$ cat src/rtl/dbi_pkg.sv
// Shared opcodes, state and strobe-phase encodings for the DBI Type-B frame scheduler.
package dbi_pkg;

  localparam logic [7:0] CASET = 8'h2A;
  localparam logic [7:0] RASET = 8'h2B;
  localparam logic [7:0] RAMWR = 8'h2C;

  localparam int unsigned SEQ_LAST = 2;
  localparam int unsigned PAR_LAST = 3;

  typedef enum logic [2:0] {
    ST_IDLE,
    ST_WAIT_TE,
    ST_CMD,
    ST_PARAM,
    ST_PXL,
    ST_DONE
  } state_e;

  typedef enum logic [1:0] {
    PH_IDLE,
    PH_0,
    PH_1
  } phase_e;

  function automatic logic [7:0] opcode(input logic [1:0] idx);
    case (idx)
      2'd0:    return CASET;
      2'd1:    return RASET;
      default: return RAMWR;
    endcase
  endfunction

endpackage

$ cat src/rtl/dbi_wr_strobe.sv
// Two-phase DBI write slot: phase 0 drives WRX low, phase 1 releases it with D/DCX held.
module dbi_wr_strobe
  import dbi_pkg::*;
#(
  parameter int unsigned DAT_W = 8
) (
  input  logic             clk,
  input  logic             rst_n,
  input  logic             byte_req,
  input  logic             byte_dcx,
  input  logic [DAT_W-1:0] byte_dat,
  output logic             wrx,
  output logic             dcx,
  output logic [DAT_W-1:0] d,
  output logic             slot_done_c,
  output logic             slot_free_c
);

  phase_e phase, phase_n;

  always_ff @(posedge clk or negedge rst_n) begin
    if (!rst_n) phase <= PH_IDLE;
    else        phase <= phase_n;
  end

  always_comb begin
    phase_n = phase;
    if (byte_req) begin
      phase_n = PH_0;
    end else begin
      case (phase)
        PH_0:    phase_n = PH_1;
        PH_1:    phase_n = PH_IDLE;
        default: phase_n = PH_IDLE;
      endcase
    end
  end

  // D/DCX only change when a new slot is requested, so they are held through phase 1 and stalls
  always_ff @(posedge clk or negedge rst_n) begin
    if (!rst_n) begin
      wrx <= 1'b1;
      dcx <= 1'b1;
      d   <= '0;
    end else begin
      wrx <= (phase_n != PH_0);
      if (byte_req) begin
        dcx <= byte_dcx;
        d   <= byte_dat;
      end
    end
  end

  assign slot_done_c = (phase == PH_1);
  assign slot_free_c = (phase != PH_0);

endmodule

$ cat src/rtl/dbi_frame_sched.sv
// Frame sequencer: CASET/RASET/RAMWR then pixel bytes onto the DBI Type-B bus.
// Optional DBI_TE_SYNC_EN adds dbi_te_i and waits for a tearing-effect rising edge before each frame.
module dbi_frame_sched
  import dbi_pkg::*;
#(
  parameter int unsigned IMG_W      = 320,
  parameter int unsigned IMG_H      = 240,
  parameter int unsigned DBI_DAT_W  = 8,
  parameter int unsigned BYTE_CNT_W = $clog2(2 * IMG_W * IMG_H)
) (
  input  logic                 clk,
  input  logic                 rst_n,
`ifdef DBI_TE_SYNC_EN
  input  logic                 dbi_te_i,
`endif
  input  logic                 frame_start_i,
  input  logic [DBI_DAT_W-1:0] rgb_pxl_dat_i,
  input  logic                 rgb_pxl_vld_i,
  output logic                 rgb_pxl_rdy_o,
  output logic                 dbi_csx_o,
  output logic                 dbi_dcx_o,
  output logic                 dbi_wrx_o,
  output logic [DBI_DAT_W-1:0] dbi_d_o,
  output logic                 frame_busy_o,
  output logic                 frame_done_o
);

  localparam int unsigned N_BYTES = 2 * IMG_W * IMG_H;
  localparam logic [15:0] COL_END = 16'(IMG_W - 1);
  localparam logic [15:0] ROW_END = 16'(IMG_H - 1);
  localparam logic [BYTE_CNT_W-1:0] CNT_LAST = BYTE_CNT_W'(N_BYTES - 1);

  if (DBI_DAT_W != 8) begin : g_bad_dat_w
    $error("dbi_frame_sched: only an 8-bit DBI bus is supported");
  end
  if (IMG_W > 65536 || IMG_H > 65536) begin : g_bad_dim
    $error("dbi_frame_sched: IMG_W and IMG_H must not exceed 65536");
  end

  state_e                state, state_n;
  logic [1:0]            seq_idx, seq_idx_n;
  logic [1:0]            par_idx, par_idx_n;
  logic [BYTE_CNT_W-1:0] byte_cnt, byte_cnt_n;
  logic                  last_q, last_n;

  logic                  byte_req_c;
  logic                  byte_dcx_c;
  logic [DBI_DAT_W-1:0]  byte_dat_c;
  logic                  slot_done_c;
  logic                  slot_free_c;

  function automatic logic [7:0] param_byte(input logic [1:0] seq, input logic [1:0] par);
    logic [15:0] end_addr;
    end_addr = (seq == 2'd0) ? COL_END : ROW_END;
    case (par)
      2'd2:    return end_addr[15:8];
      2'd3:    return end_addr[7:0];
      default: return 8'h00;
    endcase
  endfunction

`ifdef DBI_TE_SYNC_EN
  logic [2:0] te_sync;
  logic       te_rise_c;

  // two flops for metastability, a third to find the rising edge
  always_ff @(posedge clk or negedge rst_n) begin
    if (!rst_n) te_sync <= '0;
    else        te_sync <= {te_sync[1:0], dbi_te_i};
  end
  assign te_rise_c = te_sync[1] & ~te_sync[2];
`endif

  assign rgb_pxl_rdy_o = (state == ST_PXL) & slot_free_c & ~last_q;

  always_ff @(posedge clk or negedge rst_n) begin
    if (!rst_n) begin
      state    <= ST_IDLE;
      seq_idx  <= '0;
      par_idx  <= '0;
      byte_cnt <= '0;
      last_q   <= 1'b0;
    end else begin
      state    <= state_n;
      seq_idx  <= seq_idx_n;
      par_idx  <= par_idx_n;
      byte_cnt <= byte_cnt_n;
      last_q   <= last_n;
    end
  end

  always_comb begin
    state_n    = state;
    seq_idx_n  = seq_idx;
    par_idx_n  = par_idx;
    byte_cnt_n = byte_cnt;
    last_n     = last_q;
    byte_req_c = 1'b0;
    byte_dcx_c = 1'b1;
    byte_dat_c = '0;
    case (state)
      ST_IDLE: begin
        if (frame_start_i) begin
          seq_idx_n = '0;
`ifdef DBI_TE_SYNC_EN
          state_n   = ST_WAIT_TE;
`else
          state_n    = ST_CMD;
          byte_req_c = 1'b1;
          byte_dcx_c = 1'b0;
          byte_dat_c = DBI_DAT_W'(CASET);
`endif
        end
      end
      ST_WAIT_TE: begin
`ifdef DBI_TE_SYNC_EN
        if (te_rise_c) begin
          state_n    = ST_CMD;
          byte_req_c = 1'b1;
          byte_dcx_c = 1'b0;
          byte_dat_c = DBI_DAT_W'(CASET);
        end
`else
        state_n = ST_IDLE;
`endif
      end
      ST_CMD: begin
        // leave during the RAMWR strobe so the first pixel is taken on its release cycle
        if (seq_idx == 2'(SEQ_LAST)) begin
          if (!slot_free_c) state_n = ST_PXL;
        end else if (slot_done_c) begin
          state_n    = ST_PARAM;
          par_idx_n  = '0;
          byte_req_c = 1'b1;
          byte_dat_c = DBI_DAT_W'(param_byte(seq_idx, 2'd0));
        end
      end
      ST_PARAM: begin
        if (slot_done_c) begin
          byte_req_c = 1'b1;
          if (par_idx == 2'(PAR_LAST)) begin
            state_n    = ST_CMD;
            seq_idx_n  = seq_idx + 2'd1;
            byte_dcx_c = 1'b0;
            byte_dat_c = DBI_DAT_W'(opcode(seq_idx + 2'd1));
          end else begin
            par_idx_n  = par_idx + 2'd1;
            byte_dat_c = DBI_DAT_W'(param_byte(seq_idx, par_idx + 2'd1));
          end
        end
      end
      ST_PXL: begin
        if (last_q) begin
          if (slot_done_c) state_n = ST_DONE;
        end else if (rgb_pxl_vld_i && rgb_pxl_rdy_o) begin
          byte_req_c = 1'b1;
          byte_dat_c = rgb_pxl_dat_i;
          if (byte_cnt == CNT_LAST) last_n = 1'b1;
          else                      byte_cnt_n = byte_cnt + BYTE_CNT_W'(1);
        end
      end
      ST_DONE: begin
        state_n    = ST_IDLE;
        byte_cnt_n = '0;
        last_n     = 1'b0;
      end
      default: state_n = ST_IDLE;
    endcase
  end

  // frame-level outputs follow the state being entered so they align with the bus slots
  always_ff @(posedge clk or negedge rst_n) begin
    if (!rst_n) begin
      dbi_csx_o    <= 1'b1;
      frame_busy_o <= 1'b0;
      frame_done_o <= 1'b0;
    end else begin
      dbi_csx_o    <= !(state_n inside {ST_CMD, ST_PARAM, ST_PXL});
      frame_busy_o <= !(state_n inside {ST_IDLE, ST_DONE});
      frame_done_o <= (state_n == ST_DONE);
    end
  end

  dbi_wr_strobe #(
    .DAT_W(DBI_DAT_W)
  ) u_strobe (
    .clk         (clk),
    .rst_n       (rst_n),
    .byte_req    (byte_req_c),
    .byte_dcx    (byte_dcx_c),
    .byte_dat    (byte_dat_c),
    .wrx         (dbi_wrx_o),
    .dcx         (dbi_dcx_o),
    .d           (dbi_d_o),
    .slot_done_c (slot_done_c),
    .slot_free_c (slot_free_c)
  );

endmodule

$ cat config.mk
export PLATFORM = sky130hd
export DESIGN_NAME = dbi_frame_sched
export DESIGN_NICKNAME = d
export VERILOG_FILES = /design/src/rtl/dbi_pkg.sv /design/src/rtl/dbi_wr_strobe.sv /design/src/rtl/dbi_frame_sched.sv
export SDC_FILE = /design/constraint.sdc
export NUM_CORES = 1
export LEC_CHECK = 0
export ABC_AREA = 1
export BUFFER_PORTS_ARGS = -buffer_cell sky130_fd_sc_hd__buf_2
export CORE_MARGIN = 2
export CORE_UTILIZATION = 37
export DETAILED_ROUTE_END_ITERATION = 7
export SKIP_CTS_REPAIR_TIMING = 1
export SYNTH_ARGS = -nofsm -noshare
export SYNTH_HDL_FRONTEND = slang
export SYNTH_SLANG_ARGS = --single-unit
$ cat constraint.sdc
create_clock -name clk -period 1.7 [get_ports clk]
set_input_delay 0.425 -clock clk [delete_from_list [all_inputs] [get_ports clk]]
set_output_delay 0.425 -clock clk [all_outputs]
set_load 0.05 [all_outputs]
==> flow_summary_export.csv, run 1 <==
group,metric,value,unit
status,status,"finished, final reports clean",
clock_network,cts_root_buf,"clkbuf_8",
sta,hold_violations,0,
yosys,synth.yosys.seq_area_share,0.450,
die,chipWidth,82.6,um
power_and_ir_drop,p_comb_frac,0.390,
die,floorplan.initialDensity,0.384,
yosys,post_synth_instance_area,2290,sq um
clock_network,path_clk_slew,0.09,ns
critical_path,critical_path.max_stage_delay,0.39,ns
place,dp.cells,403,
die,top_level_ports,26,
yosys,synth.cells.most_frequent,"nand2_1, nor2_1, dfrtp_1, nand3_1, inv_1",
finish,finalCoreUtilization,0.448,
critical_path,crit_type,"flop to output port",
critical_path,timing.critical_path.slowest_stage_cell,"dfrtp_1",
finish,post_route_cells_drive_above_1_share,0.186,
yosys,postSynthRegisterBits,41,
power_and_ir_drop,power-per-cell-area,1180,nW/um^2
yosys,synth_nets,318,
global_routing,initial_antenna_violation_count,0,
critical_path,critical_path_cell_by_cell,"inv_2, nand2_4, nor2_4, nand3_2, inv_2, buf_8",
finish,finish.instance_area,2670,sq um
detailed_routing,vias,2001,
place,final_weighted_congestion_in_routability_driven_placement,0.834,
critical_path,crit_path_start_kind,"flop",
critical_path,worstPathMaxFanout,3,
sta,rsz_0062_raised_after_global_routing,"true",
yosys,edff_count_synth,0,
yosys,synth_area_leader_cell,"dfrtp_1",
critical_path,crit_top_cell,"inv_2",
power_and_ir_drop,ir_worst_vdd,0.000760,V
yosys,post_synth.cell_area_avg,7.62,sq um
yosys,dominantRegCellSynth,"dfrtp_1",
yosys,ffs_w_async_s_r_synth,1.00,
sta,fin_tns_setup,0,ns
yosys,syn_inst,300,
clock_network,cts_tree,"done",
place,dp.final_hpwl,3.69,mm
power_and_ir_drop,power.static_leakage,1.37,nW
sta,report.final.setup_viol,0,
clock_network,cts_max_level,2,
sta,max_slew.worst_pin.slew,0.459,ns
power_and_ir_drop,power.share.clock,0.205,
sta,post_route_minimum_period,1.66,ns
place,post_dp_cell_area,2540,sq um
clock_network,worst_skew_pair.late_latency,0.30,ns
sta,layout_setup_ws,0.0407,ns
sta,slew_viol_final,0,
critical_path,timing.critical_path.to_type,"output port",
clock_network,cts_inserted_buffers,5,
sta,maxClockFrequency,603,MHz
critical_path,cp.arrival,1.23,ns
run,maxCapViolations,0,
power_and_ir_drop,power.switching_fraction,0.436,
die,std_cell_rows,28,
worst_hold_path,holdCritPathClass,"input port to async pin",
finish,layout-area-overhead-vs-synth,16.6,%
yosys,synth.top_cells.by_area,"dfrtp_1, nand2_1, nor2_1, nand3_1, xor2_1",
global_routing,globalRoute.totalOverflow,0,
yosys,synth.distinct_cells,28,
detailed_routing,drt-initial-drc-count,151,
finish,antenna_cells_inserted,0,
detailed_routing,antenna_violating_nets_post_route,0,
sta,timing.clock.skew,0.00844,ns
global_routing,global_route.usage.total,0.166,
power_and_ir_drop,power.internal,1.78,mW
yosys,synth_top_cell_area_share,0.416,
critical_path,worst_ep_required_time,1.27,ns
clock_network,cts.sinks,41,
finish,layout.nets,355,
detailed_routing,routed_via_density,4.85,
sta,worst_slew_margin_rel,0.694,
critical_path,cpLargestDelayFamily,"flip-flops",
detailed_routing,firstDrtPassIters,4,
critical_path,path_buf_inv,3,
global_routing,grt_first_pass_wirelength,8.69,mm
power_and_ir_drop,fin_total_pwr,3.16,mW
detailed_routing,routedWlPerCell,12.2,um
die,vert_die_dim,82.6,um
power_and_ir_drop,sequential_share_of_power,0.404,
power_and_ir_drop,p_sw,1.37,mW
die,die_area,6830,sq um
place,pre_cts_ws,0.118,ns
finish,final-instance-count-excl-fill,413,
clock_network,cts_buffer_depth,2,
die,coreArea,5960,sq um
place,numPortBuffers,25,
yosys,yosys.cell_count.top_type,"nand2_1",
global_routing,grt_start_max_net_pins,24,
sta,hold_ws,0.0613,ns
sta,final.period_utilization,0.976,
detailed_routing,drt_drc_violations_left,0,
yosys,ys.warnings.count,0,
global_routing,grt_pass1_vias,1851,
detailed_routing,drt_wl_total,5.04,mm
[worst reg2reg max path, stage by stage (launching register included)]
cell,delay [ns]
dfrtp_1,0.37
ha_1,0.19
nand3_2,0.12
nor3_2,0.23
buf_4,0.14
a21oi_1,0.06
buf_4,0.18
nor2_1,0.09
a21oi_1,0.05
[sequential cells by signal, indices dropped and copies added, names as in the netlist]
name / count
byte_cnt: 18
dbi_csx_o: 1
frame_busy_o: 1
frame_done_o: 1
last_q: 1
par_idx: 2
seq_idx: 2
state: 3
u_strobe.d: 8
u_strobe.dcx: 1
u_strobe.phase: 2
u_strobe.wrx: 1
[power groups by stage]
stage          combinational [mW]  clock, mW  sequential, mW
2_1_floorplan               0.574          0            1.65
3_3_place_gp                 1.21          0            1.29
3_5_place_dp                 1.23          0            1.30
4_1_cts                      1.23      0.673            1.28
5_1_grt                      1.37      0.708            1.30
6_report                     1.23      0.648            1.28
[layout make-up]
class                      count  area, sq um
sequential                    41         1030
timing repair buffer          33          208
inverter                      32          125
clock buffer                   6         72.6
tap                           75         93.8
fill                         633         3290
multi-input combinational    224         1120
clock inverter                 2         15.0
[per-layer routing]
metal | global-route usage | up-vias | share of wire
li1 | - | 1024 | -
met1 | 0.231 | 927 | 0.51
met2 | 0.248 | 43 | 0.43
met3 | 0.0413 | 7 | 0.046
met4 | 0.0623 | 0 | 0.014
met5 | 0 | - | 0
[cell usage in the layout (no fill, tap or decap), drive strengths merged]
cell type  synthesis  layout
a22oi              1       1
or2                1       1
dfrtp             38      38
o2111ai            1       1
clkinvlp           0       2
xor2              12      12
nor4               1       1
nor2              46      46
buf                3      33
a21oi              9       9
nor3               3       3
dfstp              3       3
ha                 6       6
nand3             28      28
clkbuf             0       6
inv               32      32
nand2             98      98
o21ai              8       8
nand4              9       9
and2               1       1
[logic make-up (layout without fill, tap and decap cells)]
| kind of cell | count (synthesis) | in the layout | synth area share |
|---|---|---|---|
| AO/OA/AOI/OAI | 19 | 19 | 0.0443 |
| adder cells (fa/ha/maj) | 6 | 6 | 0.0328 |
| buffers and inverters | 35 | 73 | 0.0656 |
| flip-flops | 41 | 41 | 0.450 |
| AND/OR/NAND/NOR | 187 | 187 | 0.361 |
| XOR/XNOR | 12 | 12 | 0.0460 |
[worst paths after layout]
kind | startpoint | endpoint | slack (ns) | cells after the start
hold / removal | rst_n | seq_idx[1] | 0.06 | 1
setup / recovery | state[1] | rgb_pxl_rdy_o | 0.04 | 6
min in group clk | rgb_pxl_dat_i[7] | u_strobe.d[7] | 0.34 | 3
max in group asynchronous | rst_n | last_q | 1.15 | 2
setup reg to reg | byte_cnt[1] | byte_cnt[0] | 0.15 | 8
hold reg to reg | u_strobe.d[2] | u_strobe.d[2] | 0.47 | 2
No activity file was read; power rests on OpenSTA's default activity.
==> run 2, diff against run 1 <==
clock period = 1.33 ns   (was 1.7 ns; I/O delays follow)
==> flow_summary_export.csv, run 2 (synthesized netlist as in run 1, its figures left out) <==
group,metric,value,unit
detailed_routing,vias,2175,
global_routing,grt_first_pass_wirelength,9.21,mm
clock_network,worst_skew_pair.late_latency,0.30,ns
critical_path,critical_path.max_stage_delay,0.40,ns
sta,maxClockFrequency,632,MHz
finish,layout.nets,402,
sta,report.final.setup_viol,34,
finish,finalCoreUtilization,0.532,
detailed_routing,drt_drc_violations_left,0,
die,std_cell_rows,28,
critical_path,worstRegToRegCells,11,
detailed_routing,routed_via_density,4.73,
global_routing,globalRoute.totalOverflow,0,
place,dp.final_hpwl,3.99,mm
place,numPortBuffers,25,
run,maxCapViolations,0,
die,chipWidth,82.6,um
finish,largest_reg_flops,18,
clock_network,cts_root_buf,"clkbuf_8",
status,failing_checks,"hold timing, setup timing",
detailed_routing,firstDrtPassIters,4,
power_and_ir_drop,ir_worst_vdd,0.00101,V
clock_network,cts_inserted_buffers,5,
critical_path,crit_top_cell,"inv_2",
power_and_ir_drop,power-per-cell-area,1560,nW/um^2
sta,rsz_0062_raised_after_global_routing,"true",
finish,antenna_cells_inserted,0,
sta,timing.clock.skew,0.00919,ns
finish,commonest_cells_after_routing_fill_and_taps_aside,"nand2_1, buf_4, nor2_1",
sta,max_slew.worst_pin.slew,0.335,ns
place,final_weighted_congestion_in_routability_driven_placement,0.891,
critical_path,r2r-end,"byte_cnt[12]",
power_and_ir_drop,power.static_leakage,1.66,nW
global_routing,global_route.usage.total,0.175,
finish,largest_registers,"byte_cnt x18, u_strobe.d x8, state x3",
status,status,"complete, but fails checks",
die,top_level_ports,26,
global_routing,grt_pass1_vias,2096,
finish,commonest_non_fill_non_tap_cell_in_the_layout,"nand2_1",
critical_path,critical_path_cell_by_cell,"inv_2, nand2_4, nor2_4, nand3_2, inv_2, buf_8",
sta,hold_ws,-0.0125,ns
die,floorplan.initialDensity,0.384,
sta,worst_slew_margin_rel,0.775,
finish,final-instance-count-excl-fill,460,
die,coreArea,5960,sq um
critical_path,worst_ep_required_time,1.00,ns
finish,regMostFlops,"byte_cnt",
clock_network,cts_max_level,2,
detailed_routing,antenna_violating_nets_post_route,0,
critical_path,crit_path_start_kind,"flop",
critical_path,source_of_the_critical_timing_path,"state[1]",
finish,layout-area-overhead-vs-synth,38.6,%
critical_path,worst_r2r_startpoint,"state[1]",
sta,slew_viol_final,0,
die,die_area,6830,sq um
worst_hold_path,holdCritPathClass,"input port to async pin",
detailed_routing,drt_wl_total,5.45,mm
power_and_ir_drop,fin_total_pwr,4.95,mW
clock_network,path_clk_slew,0.08,ns
clock_network,cts_tree,"done",
critical_path,setup.worst_path.end,"rgb_pxl_rdy_o",
clock_network,cts_buffer_depth,2,
place,dp.cells,445,
critical_path,timing.critical_path.slowest_stage_cell,"dfrtp_1",
sta,post_route_minimum_period,1.58,ns
die,vert_die_dim,82.6,um
critical_path,worstPathMaxFanout,3,
finish,post_route_cells_drive_above_1_share,0.327,
sta,final.period_utilization,1.19,
critical_path,r2r_slack,-0.18,ns
global_routing,initial_antenna_violation_count,0,
global_routing,grt_start_max_net_pins,42,
sta,layout_setup_ws,-0.253,ns
sta,hold_violations,8,
critical_path,cp.arrival,1.25,ns
clock_network,cts.sinks,41,
detailed_routing,routedWlPerCell,11.8,um
detailed_routing,drt-initial-drc-count,52,
critical_path,timing.critical_path.to_type,"output port",
critical_path,crit_type,"flop to output port",
==> run 2: per-stage QoR <==
step | setup WS, ns | setup TNS [ns] | instance area, sq um
2_1_floorplan | -0.0942 | -1.25 | 2320
3_3_place_gp | -0.102 | -2.17 | 2880
3_5_place_dp | -0.130 | -3.01 | 2880
4_1_cts | -0.364 | -4.34 | 3000
5_1_grt | -0.310 | -8.67 | 3170
6_report | -0.253 | -4.69 | 3170
==> run 2: power by group <==
part,switching (mW),leakage (nW),internal [mW]
Clock,0.452,0.0574,0.611
Sequential,0.156,0.540,1.51
Combinational,1.35,1.06,0.865
==> run 2: how the worst min path moves through the flow <==
stage | endpoint | cells past startpoint | from | slack [ns]
6_report | byte_cnt[12] | 2 | rst_n | -0.01
5_1_grt | byte_cnt[12] | 2 | rst_n | 0.005
4_1_cts | frame_done_o | 2 | rst_n | 0.0004
3_5_place_dp | byte_cnt[12] | 2 | rst_n | 0.32
3_3_place_gp | byte_cnt[12] | 2 | rst_n | 0.32
2_1_floorplan | byte_cnt[0] | 0 | rst_n | 0.04
==> run 2: per-layer routing <==
| metal | GRT usage | vias up | share of wire |
|---|---|---|---|
| met3 | 0.0348 | 6 | 0.022 |
| li1 | - | 1124 | - |
| met1 | 0.218 | 1022 | 0.47 |
| met5 | 0 | - | 0 |
| met4 | 0.0508 | 0 | 0.012 |
| met2 | 0.306 | 23 | 0.50 |
==> run 2: cell type report <==
cell class                 count  area (sq um)
fill                         590          2790
multi-input combinational    225          1220
sequential                    41          1030
timing repair buffer          79           579
inverter                      32           128
tap                           75          93.8
clock buffer                   6          82.6
clock inverter                 2          37.5
==> run 2: critical path: cells and delay by family, from the launching register on <==
family | cells | cell delay, ns
and+or+nand+nor | 3 | 0.27
DFF | 1 | 0.40
buffers and inverters | 3 | 0.29
==> run 3, diff against run 2 <==
ABC_AREA = default   (was 1)
SYNTH_HIERARCHICAL = 1   (was default)
==> flow_summary_export.csv, run 3 <==
group,metric,value,unit
run,maxCapViolations,0,
finish,post_route_cells_drive_above_1_share,0.543,
die,vert_die_dim,81.7,um
die,top_level_ports,26,
yosys,postSynthRegisterBits,41,
power_and_ir_drop,power-per-cell-area,946,nW/um^2
yosys,ys.warnings.count,6,
yosys,synth_top_cell_area_share,0.426,
worst_hold_path,holdCritPathClass,"input port to async pin",
power_and_ir_drop,ir_worst_vdd,0.000891,V
clock_network,cts_root_buf,"clkbuf_8",
die,die_area,6670,sq um
yosys,synth_area_leader_cell,"dfrtp_1",
sta,post_route_minimum_period,1.99,ns
sta,worst_slew_margin_rel,0.752,
finish,commonest_non_fill_non_tap_cell_in_the_layout,"buf_4",
sta,report.final.setup_viol,41,
finish,layout.nets,344,
place,dp.final_hpwl,3.89,mm
clock_network,worst_skew_pair.late_latency,0.30,ns
finish,antenna_cells_inserted,0,
sta,rsz_0062_raised_after_global_routing,"true",
sta,max_slew.worst_pin.slew,0.370,ns
yosys,edff_count_synth,0,
finish,regMostFlops,"byte_cnt",
critical_path,cp.arrival,2.19,ns
detailed_routing,drt_wl_total,5.89,mm
detailed_routing,antenna_violating_nets_post_route,0,
yosys,synth.top_cells.by_area,"dfrtp_1, mux2_4, nand2_1, ha_1, dfstp_2",
critical_path,crit_type,"flop to flop",
global_routing,global_route.usage.total,0.176,
clock_network,path_clk_slew,0.08,ns
critical_path,timing.critical_path.to_type,"flop",
critical_path,worstPathMaxFanout,8,
yosys,post_synth_instance_area,2230,sq um
status,failing_checks,"hold timing, setup timing",
yosys,dominantRegCellSynth,"dfrtp_1",
detailed_routing,firstDrtPassIters,4,
yosys,synth.distinct_cells,51,
die,floorplan.initialDensity,0.379,
finish,largest_registers,"byte_cnt x18, u_strobe/d x8, state x3",
detailed_routing,routedWlPerCell,14.7,um
sta,maxClockFrequency,502,MHz
critical_path,worst_ep_required_time,1.52,ns
clock_network,cts_tree,"done",
place,pre_cts_ws,-0.711,ns
yosys,synth.yosys.seq_area_share,0.461,
yosys,yosys.cell_count.top_type,"dfrtp_1",
clock_network,cts_max_level,2,
place,numPortBuffers,25,
sta,timing.clock.skew,0.0104,ns
clock_network,cts_buffer_depth,2,
sta,hold_ws,-0.0118,ns
power_and_ir_drop,power.static_leakage,1.76,nW
finish,num-fill-cells,488,
sta,hold_violations,16,
yosys,post_synth.cell_area_avg,10.2,sq um
yosys,ffs_w_async_s_r_synth,1.00,
place,final_weighted_congestion_in_routability_driven_placement,0.824,
yosys,syn_inst,220,
status,status,"complete, but fails checks",
yosys,synth.cells.most_frequent,"dfrtp_1, nand2_1, nand3_1, nor2_1, nor3_1",
finish,largest_reg_flops,18,
detailed_routing,drt-initial-drc-count,47,
die,chipWidth,81.7,um
die,coreArea,5890,sq um
sta,final.period_utilization,1.50,
global_routing,grt_start_max_net_pins,42,
global_routing,grt_pass1_vias,1959,
sta,layout_setup_ws,-0.664,ns
detailed_routing,drt_drc_violations_left,0,
finish,commonest_cells_after_routing_fill_and_taps_aside,"buf_4, dfrtp_1, nand2_1",
detailed_routing,routed_via_density,5.16,
finish,finalCoreUtilization,0.596,
die,std_cell_rows,28,
detailed_routing,vias,2068,
power_and_ir_drop,fin_total_pwr,3.32,mW
global_routing,globalRoute.totalOverflow,0,
clock_network,cts.sinks,41,
finish,final-instance-count-excl-fill,401,
global_routing,grt_first_pass_wirelength,9.05,mm
sta,slew_viol_final,0,
yosys,synth_nets,239,
finish,layout-area-overhead-vs-synth,57.0,%
clock_network,cts_inserted_buffers,5,
place,dp.cells,377,
global_routing,initial_antenna_violation_count,0,
critical_path,crit_path_start_kind,"flop",
[run 3: changes by cell type after synthesis, sizes merged, moves of 7 or more]
cell,previous run,this run
nand2,98,24
nor2,46,11
inv,32,8
nand3,28,13
xor2,12,0
mux2,0,9
and3,0,7
[run 3: logic make-up (layout without fill, tap and decap cells)]
logic type | count (synthesis) | after routing | synth area share
flops | 41 | 41 | 0.461
fa+ha+maj | 7 | 7 | 0.0392
compound gates | 48 | 48 | 0.154
mux | 14 | 14 | 0.0812
buf+inv | 16 | 122 | 0.0359
simple gates | 94 | 94 | 0.229
[run 3: final cells by class]
class / instances / area, sq um / share of cell area
Clock buffer: 8 / 90.1 / 0.0257
Tap cell: 75 / 93.8 / 0.0268
Multi-Input combinational cell: 163 / 1390 / 0.395
Sequential cell: 41 / 1030 / 0.294
Inverter: 8 / 30.0 / 0.00857
Timing Repair Buffer: 106 / 876 / 0.250
[run 3: layer usage]
metal | wire length [um] | track usage
met5 | 0 | 0
met4 | 88 | 0.0600
met3 | 223 | 0.0330
met2 | 2980 | 0.307
met1 | 2600 | 0.218
[run 3: report_power, final]
part           switching [mW]  leakage (nW)  internal [mW]
registers              0.0984         0.492           1.37
clock network           0.445        0.0455          0.424
logic                   0.510          1.22          0.470
total                    1.05          1.76           2.26
[run 3: final timing paths]
kind	startpoint	endpoint	slack [ns]	cells past startpoint
max	byte_cnt[11]	byte_cnt[14]	-0.66	6
min	rst_n	seq_idx[0]	-0.01	2
max reg2reg	byte_cnt[11]	byte_cnt[14]	-0.66	6
min reg2reg	u_strobe/d[2]	u_strobe/d[2]	0.51	1
max in group asynchronous	rst_n	u_strobe/wrx	1.07	2
min in group clk	rgb_pxl_dat_i[7]	u_strobe/d[7]	0.38	3
[run 3: critical path, cell delays in order, from the launching register on]
cell,delay [ns]
dfrtp_1,0.39
or4b_4,0.53
nor3b_4,0.27
a31oi_4,0.14
buf_4,0.19
o211a_1,0.11
a221o_1,0.25
[run 3: through the flow]
step                setup TNS (ns)  area (sq um)
finish                      -15.91          3510
global route                -18.94          3510
CTS                         -17.97          3110
detailed placement          -16.46          3020
global placement            -15.74          3020
floorplan                   -12.63          2370
